$ cat src/rtl/uart_frame_writer.sv
// uart_frame_writer
// Turns a stream of UART bytes into register writes. Each frame is made of
// ADDR_BYTES address bytes, then DATA_BYTES data bytes, then an optional XOR
// checksum byte. All multi-byte fields arrive MSB first. A SYNC_BYTE seen
// while the address or data is being received throws the partial frame away.
// The checksum byte itself may take any value, SYNC_BYTE included.
// Every accepted frame gives one single-cycle write_enable pulse. addr and
// data_out change only at that commit.
module uart_frame_writer #(
  parameter int unsigned ADDR_BYTES = 1,
  parameter int unsigned DATA_BYTES = 1,
  parameter int unsigned CHECK_EN   = 0,
  parameter logic [7:0]  SYNC_BYTE  = 8'hFF
) (
  input  logic                    clk_in,
  input  logic                    reset,
  input  logic                    data_rdy,
  input  logic [7:0]              data_in,
  output logic                    write_enable,
  output logic [8*ADDR_BYTES-1:0] addr,
  output logic [8*DATA_BYTES-1:0] data_out,
  output logic                    frame_err,
  output logic [7:0]              err_cnt,
  output logic                    busy
);

  localparam int unsigned AW = 8 * ADDR_BYTES;
  localparam int unsigned DW = 8 * DATA_BYTES;

  // Index of the final byte in each field. idx never needs more than 2 bits,
  // because both fields are at most 4 bytes long.
  localparam logic [1:0] ADDR_LAST = 2'(ADDR_BYTES - 1);
  localparam logic [1:0] DATA_LAST = 2'(DATA_BYTES - 1);

  typedef enum logic [1:0] {
    ST_ADDR = 2'd0,
    ST_DATA = 2'd1,
    ST_CHK  = 2'd2
  } state_t;

  state_t          state_q,   state_d;
  logic   [1:0]    idx_q,     idx_d;
  logic   [AW-1:0] addr_sh_q, addr_sh_d;
  logic   [DW-1:0] data_sh_q, data_sh_d;
  logic   [7:0]    xor_q,     xor_d;
  logic   [AW-1:0] addr_q,    addr_d;
  logic   [DW-1:0] data_q,    data_d;
  logic            we_q,      we_d;
  logic            fe_q,      fe_d;
  logic   [7:0]    err_cnt_q, err_cnt_d;
  logic            rdy_q;
  logic            byte_ev;
  logic            is_sync;

  // A byte is new only on the rising edge of data_rdy. rdy_q resets high, so
  // a data_rdy that is already high when reset is released is not counted.
  assign byte_ev = data_rdy & ~rdy_q;
  assign is_sync = (data_in == SYNC_BYTE);

  // Next-state and output logic for the frame decoder.
  always_comb begin
    // NOTE: every signal gets its default value first. Then no branch can
    // leave a value unassigned, and no latch is inferred.
    state_d   = state_q;
    idx_d     = idx_q;
    addr_sh_d = addr_sh_q;
    data_sh_d = data_sh_q;
    xor_d     = xor_q;
    addr_d    = addr_q;
    data_d    = data_q;
    we_d      = 1'b0;
    fe_d      = 1'b0;
    err_cnt_d = err_cnt_q;

    if (byte_ev) begin
      unique case (state_q)
        ST_ADDR: begin
          if (is_sync) begin
            idx_d = 2'd0;
            xor_d = 8'h00;
          end else begin
            addr_sh_d = (addr_sh_q << 8) | AW'(data_in);
            xor_d     = xor_q ^ data_in;
            if (idx_q == ADDR_LAST) begin
              state_d = ST_DATA;
              idx_d   = 2'd0;
            end else begin
              idx_d = idx_q + 2'd1;
            end
          end
        end

        ST_DATA: begin
          if (is_sync) begin
            state_d = ST_ADDR;
            idx_d   = 2'd0;
            xor_d   = 8'h00;
          end else begin
            data_sh_d = (data_sh_q << 8) | DW'(data_in);
            xor_d     = xor_q ^ data_in;
            if (idx_q == DATA_LAST) begin
              idx_d = 2'd0;
              if (CHECK_EN != 0) begin
                state_d = ST_CHK;
              end else begin
                // Commit directly. The last data byte is taken from the
                // shift result, because the shadow register has not yet
                // been updated with it.
                state_d = ST_ADDR;
                xor_d   = 8'h00;
                addr_d  = addr_sh_q;
                data_d  = data_sh_d;
                we_d    = 1'b1;
              end
            end else begin
              idx_d = idx_q + 2'd1;
            end
          end
        end

        ST_CHK: begin
          // SYNC_BYTE has no special meaning here; it is an ordinary checksum value.
          if (data_in == xor_q) begin
            addr_d = addr_sh_q;
            data_d = data_sh_q;
            we_d   = 1'b1;
          end else begin
            fe_d = 1'b1;
            if (err_cnt_q != 8'hFF) begin
              err_cnt_d = err_cnt_q + 8'd1;
            end
          end
          state_d = ST_ADDR;
          idx_d   = 2'd0;
          xor_d   = 8'h00;
        end

        default: begin
          state_d = ST_ADDR;
          idx_d   = 2'd0;
          xor_d   = 8'h00;
        end
      endcase
    end
  end

  // State register. Reset throws away any partial frame.
  always_ff @(posedge clk_in or posedge reset) begin
    // NOTE: non-blocking assignments make every register take its value from
    // the same pre-edge snapshot. With blocking assignments the result would
    // depend on the order of the statements.
    if (reset) begin
      state_q   <= ST_ADDR;
      idx_q     <= 2'd0;
      addr_sh_q <= '0;
      data_sh_q <= '0;
      xor_q     <= 8'h00;
      addr_q    <= '0;
      data_q    <= '0;
      we_q      <= 1'b0;
      fe_q      <= 1'b0;
      err_cnt_q <= 8'h00;
      rdy_q     <= 1'b1;
    end else begin
      state_q   <= state_d;
      idx_q     <= idx_d;
      addr_sh_q <= addr_sh_d;
      data_sh_q <= data_sh_d;
      xor_q     <= xor_d;
      addr_q    <= addr_d;
      data_q    <= data_d;
      we_q      <= we_d;
      fe_q      <= fe_d;
      err_cnt_q <= err_cnt_d;
      rdy_q     <= data_rdy;
    end
  end

  assign write_enable = we_q;
  assign addr         = addr_q;
  assign data_out     = data_q;
  assign frame_err    = fe_q;
  assign err_cnt      = err_cnt_q;
  assign busy         = (state_q != ST_ADDR) | (idx_q != 2'd0);

endmodule

$ cat config.mk
export PLATFORM = sky130hd
export DESIGN_NAME = uart_frame_writer
export DESIGN_NICKNAME = d
export VERILOG_FILES = /design/src/rtl/uart_frame_writer.sv
export SDC_FILE = /design/constraint.sdc
export NUM_CORES = 1
export LEC_CHECK = 0
export ABC_AREA = 1
export ABC_CLOCK_PERIOD_IN_PS = 1500
export CAP_MARGIN = 20
export CORE_ASPECT_RATIO = 0.5
export CORE_MARGIN = 8
export CORE_UTILIZATION = 47
export CTS_CLUSTER_DIAMETER = 200
export CTS_CLUSTER_SIZE = 8
export DETAILED_ROUTE_END_ITERATION = 6
export PLACE_DENSITY = 0.84
export SETUP_SLACK_MARGIN = 0.4
export SLEW_MARGIN = 40
export SYNTH_ARGS = -nofsm -noshare
export SYNTH_HDL_FRONTEND = slang
export SYNTH_SLANG_ARGS = --single-unit
$ cat constraint.sdc
create_clock -name clk_in -period 1.5 [get_ports clk_in]
set_input_delay 0.3 -clock clk_in [delete_from_list [all_inputs] [get_ports clk_in]]
set_output_delay 0.3 -clock clk_in [all_outputs]
set_load 0.01 [all_outputs]
; ---- Word level (Yosys, flattened, before mapping)
; Cells that the tools add are included.
[classes]
shift = 0
add_sub_neg = 2
eq_ne = 11
div = 0
mux = 28
magnitude_cmp = 0
bitwise_logic = 6
n_reduce_logical = 11
mul = 0
[op_table]
columns = operator, n
row1 = 2-to-1 mux 8 bit, 9
row2 = one-hot mux 8 bit (2 select lines), 3
row3 = 2-to-1 mux 2 bit, 7
row4 = "!= test 2 bit, second input constant", 5
row5 = "adder 8 x 1 -> 8 bit, second input constant", 1
row6 = == test 8 bit, 1
row7 = "== test 8 bit, second input constant", 1
row8 = "!= test 8 bit, second input constant", 1
row9 = AND reduction 4 bit, 2
row10 = bitwise XOR 8 bit, 1
row11 = 2-to-1 mux 1 bit, 7
row12 = AND reduction 3 bit, 2
row13 = nonzero test 2 bit, 3
row14 = AND reduction 5 bit, 1
row15 = zero test 2 bit, 2
row16 = one-hot mux 2 bit (2 select lines), 1
row17 = "!= test 3 bit, second input constant", 1
row18 = inverter 1 bit, 3
row19 = "adder 2 x 1 -> 2 bit, second input constant", 1
row20 = "== test 2 x 1 -> 1 bit, second input constant", 1
row21 = "== test 2 bit, second input constant", 1
row22 = one-hot mux 1 bit (2 select lines), 1
row23 = OR reduction 2 bit, 1
row24 = AND 1 bit, 1
row25 = OR 1 bit, 1
[totals]
ramBits = 0
register_bits = 55
latch_bits = 0
romBits = 0
memories = 0

; ---- Logic depth before layout (Yosys ltp)
; Gate-level depths: netlist of run 1.
[depth]
ltp_word = 5
mapped_depth = 8
ltp_nobuf = 7

; ---- Worst setup path after synthesis of run 1
; Ideal clock, no wire load.
[synth_path]
path_kind = reg-to-reg
from = reg idx_q[0]
to = reg addr_q[5] (netlist: addr[5])
path_slack_ns = 0.221
t_arrival_ns = 1.162
setup_time_ns = 0.117
path_stages_with_launch = 9
cell_sequence = dfrtp_1 inv_1 ha_1 nand2_1 clkinv_2 nand3_2 buf_6 nand2_1 nand2_1
[synth_via]
elab_chain_cells = 3
[synth_lines]
columns = element, line
row1 = "start, declared", 42  ; logic [1:0] idx_q, idx_d;
row2 = "start signal, assigned", 166  ; idx_q <= idx_d;
row3 = zero test 2 bit, 101  ; if (idx_q == DATA_LAST) begin
row4 = != test 2 bit (no line), -
row5 = AND reduction 5 bit (no line), -
row6 = "end signal, assigned", 170  ; addr_q <= addr_d;
row7 = "end, declared", 46  ; logic [AW-1:0] addr_q, addr_d;
; Every way passes these cells.
; A chain may end at the register's enable or synchronous reset.

; ---- Worst setup path after layout of run 1
[layout_path]
from = reg idx_q[0]
to = reg data_q[4] (netlist: data_out[4])
[layout_via]
elab_chain_cells = 3
[layout_lines]
columns = element, line
row1 = zero test 2 bit, 101
row2 = != test 2 bit (no line), -
row3 = AND reduction 5 bit (no line), -
row4 = "end signal, assigned", 171  ; data_q <= data_d;
row5 = "end, declared", 47  ; logic [DW-1:0] data_q, data_d;
; Every way passes these cells.

==> results.py, run 1 <==
metrics = {
    "outcome": {
        "outcome": "finished, violations left",
        "violations": "setup timing",
    },
    "placement": {
        "place_area_mm2": 0.00179,
        "io_buffers": 28,
        "dp.cells": 224,
        "place_congestion": 0.831,
        "place_ws_ns": -0.0710,
        "hpwl_um": 2300,
    },
    "yosys": {
        "ys_ff_latch": 29,
        "synthesis.instances": 148,
        "ys_warn_count": 0,
        "synth.avg_cell_area_um2": 9.26,
        "yosysUniqueCellTypes": 19,
        "ys_seq_area_frac": 0.531,
        "syn_area_mm2": 0.00137,
    },
    "power": {
        "seq_power_share": 0.307,
        "power.density_mw_per_mm2": 1930,
        "switching_power_mw": 1.56,
        "power.total_mw": 4.34,
        "p_clk_frac": 0.196,
        "ir_drop_uv": 1310,
        "p_int_mw": 2.78,
        "p_comb_frac": 0.497,
        "leakagePower_nw": 1.15,
        "p_sw_frac": 0.359,
    },
    "hold_path": {
        "hold_start": "data_rdy",
        "worstHoldEndpoint": "rdy_q$_DFF_PP1_",
        "whs_path_depth": 1,
        "hp-class": "in2reg",
    },
    "route": {
        "wl_per_cell_um": 17.6,
        "wl_met1_um": 1850,
        "route.detailed.drc": 0,
        "wl_met3_um": 341,
        "wl_met2_um": 2200,
        "avgViaCountPerCell": 5.51,
        "drt-total-wl_um": 4550,
        "vias": 1422,
        "highest_layer": "met4",
        "first_pass_iters": 5,
        "ant_nets": 0,
        "drtIter0Drc": 215,
    },
    "timing": {
        "fin_skew_ns": 0.00819,
        "fin_ws_ns": -0.0128,
        "tns_ns": -0.0128,
        "hold_viol_final": 0,
        "final.min_clock_period_ns": 1.51,
        "fin_crit_sh": 1.01,
        "rsz0062_at_grt": "true",
        "whs_ns": 0.275,
        "fmax_ghz": 0.661,
        "drv_slew": 0,
        "setup_viol": 1,
    },
    "global_route": {
        "grt_pass1_vias": 1349,
        "grt_overflow": 0,
        "grt_max_degree": 30,
        "antenna_found_initial": 0,
        "grt_pass1_wl_um": 6900,
        "grt_usage": 0.181,
    },
    "clock_tree": {
        "cts_root_buffer": "clkbuf_8",
        "clock-sinks": 29,
        "worstSkewPairLatency_ns": 0.28,
        "clockBufferDepth": 2,
        "cts_made_buffers": 5,
        "cts_tree": "built",
        "holdBufCountCts": 0,
        "clk_pin_slew_ns": 0.07,
        "htree_num_levels": 2,
    },
    "layout": {
        "fin_util": 0.837,
        "fin_cells": 258,
        "final_area_mm2": 0.00225,
        "drive_above_1_share": 0.466,
        "nNetsFinal": 233,
        "area_growth_pct": 63.9,
        "fillers": 147,
        "antennaDiodeCount": 0,
    },
    "worst_setup_path": {
        "r2r_cells": 10,
        "arrival_ns": 1.67,
        "reg2reg_slack_ns": -0.01,
        "cp_cell_sequence": "inv_2 -> ha_4 -> buf_6 -> buf_6 -> nand2_8 -> clkinv_8 -> buf_12 -> nand3_4 -> nand2_1 -> nand2_1",
        "critPathSlowestCell": "dfrtp_1",
        "crit_path_max_fanout": 8,
        "critPathRequiredTime_ns": 1.66,
        "r2r-start": "idx_q[0]$_DFFE_PP0N_",
        "start_kind": "register",
        "path_class": "reg2reg",
        "crit_path_end_kind": "register",
        "crit_buf_inv": 5,
        "r2r-end": "data_out[4]$_DFFE_PP0P_",
        "critPathTopFamily": "buffers and inverters",
        "crit_path_max_incr_delay_ns": 0.37,
    },
    "job": {
        "cap_violations": 0,
    },
    "floorplan": {
        "die_h_um": 54.2,
        "dieArea_mm2": 0.00500,
        "io_pins": 38,
        "initial_utilization": 0.510,
        "core-area_mm2": 0.00268,
        "die_w_um": 92.4,
        "fp-row-count": 13,
    },
}
==> cell usage in the layout, fill, tap and decap left out <==
master,Yosys,layout
buf_8,0,2
dfstp_2,1,1
clkbuf_8,0,6
ha_1,2,1
nand3_1,2,2
buf_4,10,30
dlygate4sd2_1,0,9
bufinv_16,0,1
nand3_4,1,4
inv_2,0,4
buf_2,2,12
dfrtp_1,28,28
buf_12,0,7
ha_4,0,1
nor2_1,2,2
clkinv_1,1,1
buf_16,0,1
inv_1,5,1
nand2_1,56,35
clkdlybuf4s50_1,0,1
nand2_2,0,20
clkinv_8,0,1
xnor2_2,0,1
o21ai_0,4,2
conb_1,1,9
nand2_8,0,1
nand4_1,24,24
buf_6,5,10
clkbuf_1,0,1
nor2_4,1,1
o21ai_1,0,2
==> power groups by stage <==
stage	clock (mW)	combinational, mW	sequential, mW
floorplan	0	0.576	1.36
global placement	0	1.29	1.28
finish	0.851	2.16	1.33
CTS	0.846	1.71	1.27
global route	0.895	2.30	1.37
detailed placement	0	1.34	1.29
==> final cells by class <==
class	instances	area (um^2)	share of cell area
Clock buffer	7	86.3	0.0384
Sequential cell	29	727	0.324
Multi-Input combinational cell	105	633	0.282
Tap cell	37	46.3	0.0206
Timing Repair Buffer	72	684	0.305
Clock inverter	1	30.0	0.0134
Inverter	7	38.8	0.0173
==> registers in the layout (all words and copies together), names as in the netlist <==
register      flops
idx_q             2
data_out          8
rdy_q             1
addr              8
write_enable      1
state_q           1
addr_sh_q         8
==> Yosys cell counts, drive strengths merged <==
| master | number | area, um^2 |
|---|---|---|
| buf | 17 | 141 |
| clkinv | 2 | 8.75 |
| conb | 1 | 3.75 |
| dfrtp | 28 | 701 |
| dfstp | 1 | 26.3 |
| ha | 2 | 25.0 |
| inv | 5 | 18.8 |
| nand2 | 56 | 210 |
| nand3 | 4 | 37.5 |
| nand4 | 24 | 150 |
| nor2 | 3 | 18.8 |
| o21ai | 4 | 20.0 |
| xnor2 | 1 | 8.76 |
==> what timing repair did <==
action	CTS	global route
gates cloned	3	0
gates resized for setup	104	25
setup buffers	16	7
pin swaps	33	9
endpoints found under the setup margin	46	45
==> worst max-delay path by stage <==
stage / from / to / slack, ns / depth (start not counted)
floorplan: idx_q[1]$_DFFE_PP0N_ / addr[5]$_DFFE_PP0P_ / 0.30 / 8
global placement: data_in[2] / addr_sh_q[3]$_DFFE_PP0P_ / -0.06 / 7
detailed placement: data_in[3] / addr_sh_q[7]$_DFFE_PP0P_ / -0.07 / 8
CTS: idx_q[1]$_DFFE_PP0N_ / busy / 0.12 / 4
global route: idx_q[0]$_DFFE_PP0N_ / data_out[4]$_DFFE_PP0P_ / -0.08 / 10
finish: idx_q[0]$_DFFE_PP0N_ / data_out[4]$_DFFE_PP0P_ / -0.01 / 10
==> logic make-up (layout without fill, tap and decap cells) <==
group / count (synthesis) / count (layout) / synth area share
and+or+nand+nor: 87 / 89 / 0.304
DFF: 29 / 29 / 0.531
buffers and inverters: 24 / 87 / 0.123
AOI/OAI and AO/OA: 4 / 4 / 0.0146
adders and majority gates: 2 / 2 / 0.0183
other: 1 / 9 / 0.00274
xor gates and xnor gates: 1 / 1 / 0.00639
==> per-layer routing <==
layer,vias to the layer above,global-route usage
met5,-,0
met4,0,0.0923
met3,19,0.0568
met2,79,0.302
met1,696,0.213
li1,628,-
Note: power is estimated with default switching activity, not from simulation.
==> run 2, diff against run 1 <==
- HOLD_SLACK_MARGIN: not set -> 0.1
==> results of run 2 <==
The final DEF is identical to that of run 1; final timing and power are the same.
==> run 3, diff against run 2 <==
- PLACE_DENSITY: 0.84 -> not set
- PLACE_DENSITY_LB_ADDON: not set -> 0.25
==> results.py, run 3 (synthesis results as in run 1) <==
metrics = {
    "outcome": {
        "outcome": "completed",
    },
    "clock_tree": {
        "htree_num_levels": 2,
        "worstSkewPairLatency_ns": 0.29,
        "clk_pin_slew_ns": 0.07,
        "clockBufferDepth": 2,
        "holdBufCountCts": 0,
        "clock-sinks": 29,
        "cts_root_buffer": "clkbuf_8",
        "cts_tree": "built",
        "cts_made_buffers": 5,
    },
    "worst_setup_path": {
        "critPathSlowestCell": "dfrtp_1",
        "critPathRequiredTime_ns": 1.67,
        "path_class": "reg2reg",
        "arrival_ns": 1.57,
        "crit_buf_inv": 3,
        "r2r_cells": 8,
        "start_kind": "register",
        "crit_path_max_incr_delay_ns": 0.40,
        "cp_cell_sequence": "inv_2 -> ha_4 -> buf_4 -> nand2_4 -> clkinv_8 -> nand3_4 -> nand2_2 -> nand2_1",
        "crit_path_end_kind": "register",
        "crit_path_max_fanout": 8,
        "critPathTopFamily": "simple AND/OR/NAND/NOR gates",
        "cp.depth": 8,
    },
    "power": {
        "seq_power_share": 0.320,
        "leakagePower_nw": 1.20,
        "ir_drop_uv": 1420,
        "p_sw_frac": 0.379,
        "p_comb_frac": 0.481,
        "p_int_mw": 2.62,
        "power.density_mw_per_mm2": 1850,
        "p_clk_frac": 0.198,
        "switching_power_mw": 1.60,
    },
    "route": {
        "wl_per_cell_um": 20.9,
        "ant_nets": 0,
        "drtIter0Drc": 179,
        "drt-total-wl_um": 5570,
        "first_pass_iters": 5,
        "route.detailed.drc": 0,
        "vias": 1574,
        "avgViaCountPerCell": 5.92,
    },
    "timing": {
        "drv_slew": 0,
        "final.min_clock_period_ns": 1.40,
        "fin_crit_sh": 0.934,
        "fin_skew_ns": 0.00857,
        "hold_viol_final": 0,
        "fmax_ghz": 0.714,
        "setup_viol": 0,
        "rsz0062_at_grt": "true",
        "whs_ns": 0.266,
    },
    "floorplan": {
        "fp-row-count": 13,
        "dieArea_mm2": 0.00500,
        "core-area_mm2": 0.00268,
        "initial_utilization": 0.510,
        "die_w_um": 92.4,
        "die_h_um": 54.2,
        "io_pins": 38,
    },
    "hold_path": {
        "whs_path_depth": 1,
        "hp-class": "in2reg",
    },
    "layout": {
        "area_growth_pct": 66.6,
        "final_cell_mix": "36 x nand2_1, 34 x buf_4, 27 x dfrtp_1, 24 x nand4_1, 18 x nand2_2",
        "nNetsFinal": 241,
        "fin_cells": 266,
        "final_common_cell": "nand2_1",
        "antennaDiodeCount": 0,
        "drive_above_1_share": 0.511,
        "fin_util": 0.850,
    },
    "placement": {
        "dp.cells": 220,
        "place_congestion": 0.802,
        "io_buffers": 28,
        "hpwl_um": 2260,
    },
    "global_route": {
        "grt_pass1_wl_um": 7340,
        "grt_usage": 0.191,
        "grt_max_degree": 30,
        "antenna_found_initial": 0,
        "grt_overflow": 0,
        "grt_pass1_vias": 1533,
    },
    "job": {
        "cap_violations": 0,
    },
}
==> run 3: changes by cell type in the layout (fill, tap and decap cells not counted), moves of 2 or more <==
cell,before,now
clkinv_4,0,2
nand2_2,20,18
nand2_4,0,2
nor2_1,2,0
clkdlybuf4s15_1,0,3
buf_12,7,2
buf_6,10,15
clkbuf_2,0,3
dlygate4sd2_1,9,3
buf_4,30,34
==> run 3: layout make-up <==
type / count / area (um^2)
clock buffer: 5 / 68.8
clock inverter: 3 / 46.3
fill: 136 / 402
inverter: 7 / 38.8
multi-input combinational: 105 / 629
sequential: 29 / 728
tap: 37 / 46.3
timing repair buffer: 79 / 716
timing repair inverter: 1 / 8.76
==> run 3: final timing paths <==
path                                       from                      to  slack [ns]
max                        idx_q[0]$_DFFE_PP0N_     addr[7]$_DFFE_PP0P_         0.1
min                                    data_rdy         rdy_q$_DFF_PP1_        0.27
max reg2reg                idx_q[0]$_DFFE_PP0N_     addr[7]$_DFFE_PP0P_         0.1
min reg2reg                 addr[1]$_DFFE_PP0P_     addr[1]$_DFFE_PP0P_        0.49
max in group asynchronous                 reset         rdy_q$_DFF_PP1_        0.91
min in group asynchronous                 reset  write_enable$_DFF_PP0_        0.35
==> run 3: what timing repair did <==
| item | CTS | global route |
|---|---|---|
| pin swaps | 28 | 18 |
| gates resized for setup | 109 | 42 |
| setup buffers | 18 | 13 |
| hold endpoints to repair | 0 | 0 |
| setup endpoints to repair | 46 | 46 |
| cloned | 6 | 1 |
==> run 3: through the flow <==
stage,total power [mW],setup TNS (ns),instance area (um^2),setup slack (ns)
2_1_floorplan,1.94,0,1420,0.304
3_3_place_gp,2.52,-2.56,1730,-0.117
3_5_place_dp,2.56,-3.34,1730,-0.156
4_1_cts,3.60,0,2070,0.164
5_1_grt,4.43,0,2280,0.0437
6_report,4.22,0,2280,0.0985
==> run 3: layer usage <==
metal / track usage / vias up / share of wire
met5: 0 / - / 0
met4: 0.132 / 0 / 0.050
met3: 0.0693 / 37 / 0.12
met2: 0.319 / 164 / 0.45
met1: 0.209 / 737 / 0.38
li1: - / 636 / -
==> run 3: power by group through the flow <==
| stage | clock network (mW) | registers [mW] | logic, mW |
|---|---|---|---|
| finish | 0.838 | 1.35 | 2.03 |
| global route | 0.882 | 1.37 | 2.17 |
| CTS | 0.822 | 1.28 | 1.50 |
| detailed placement | 0 | 1.29 | 1.27 |
| global placement | 0 | 1.29 | 1.23 |
| floorplan | 0 | 1.36 | 0.576 |
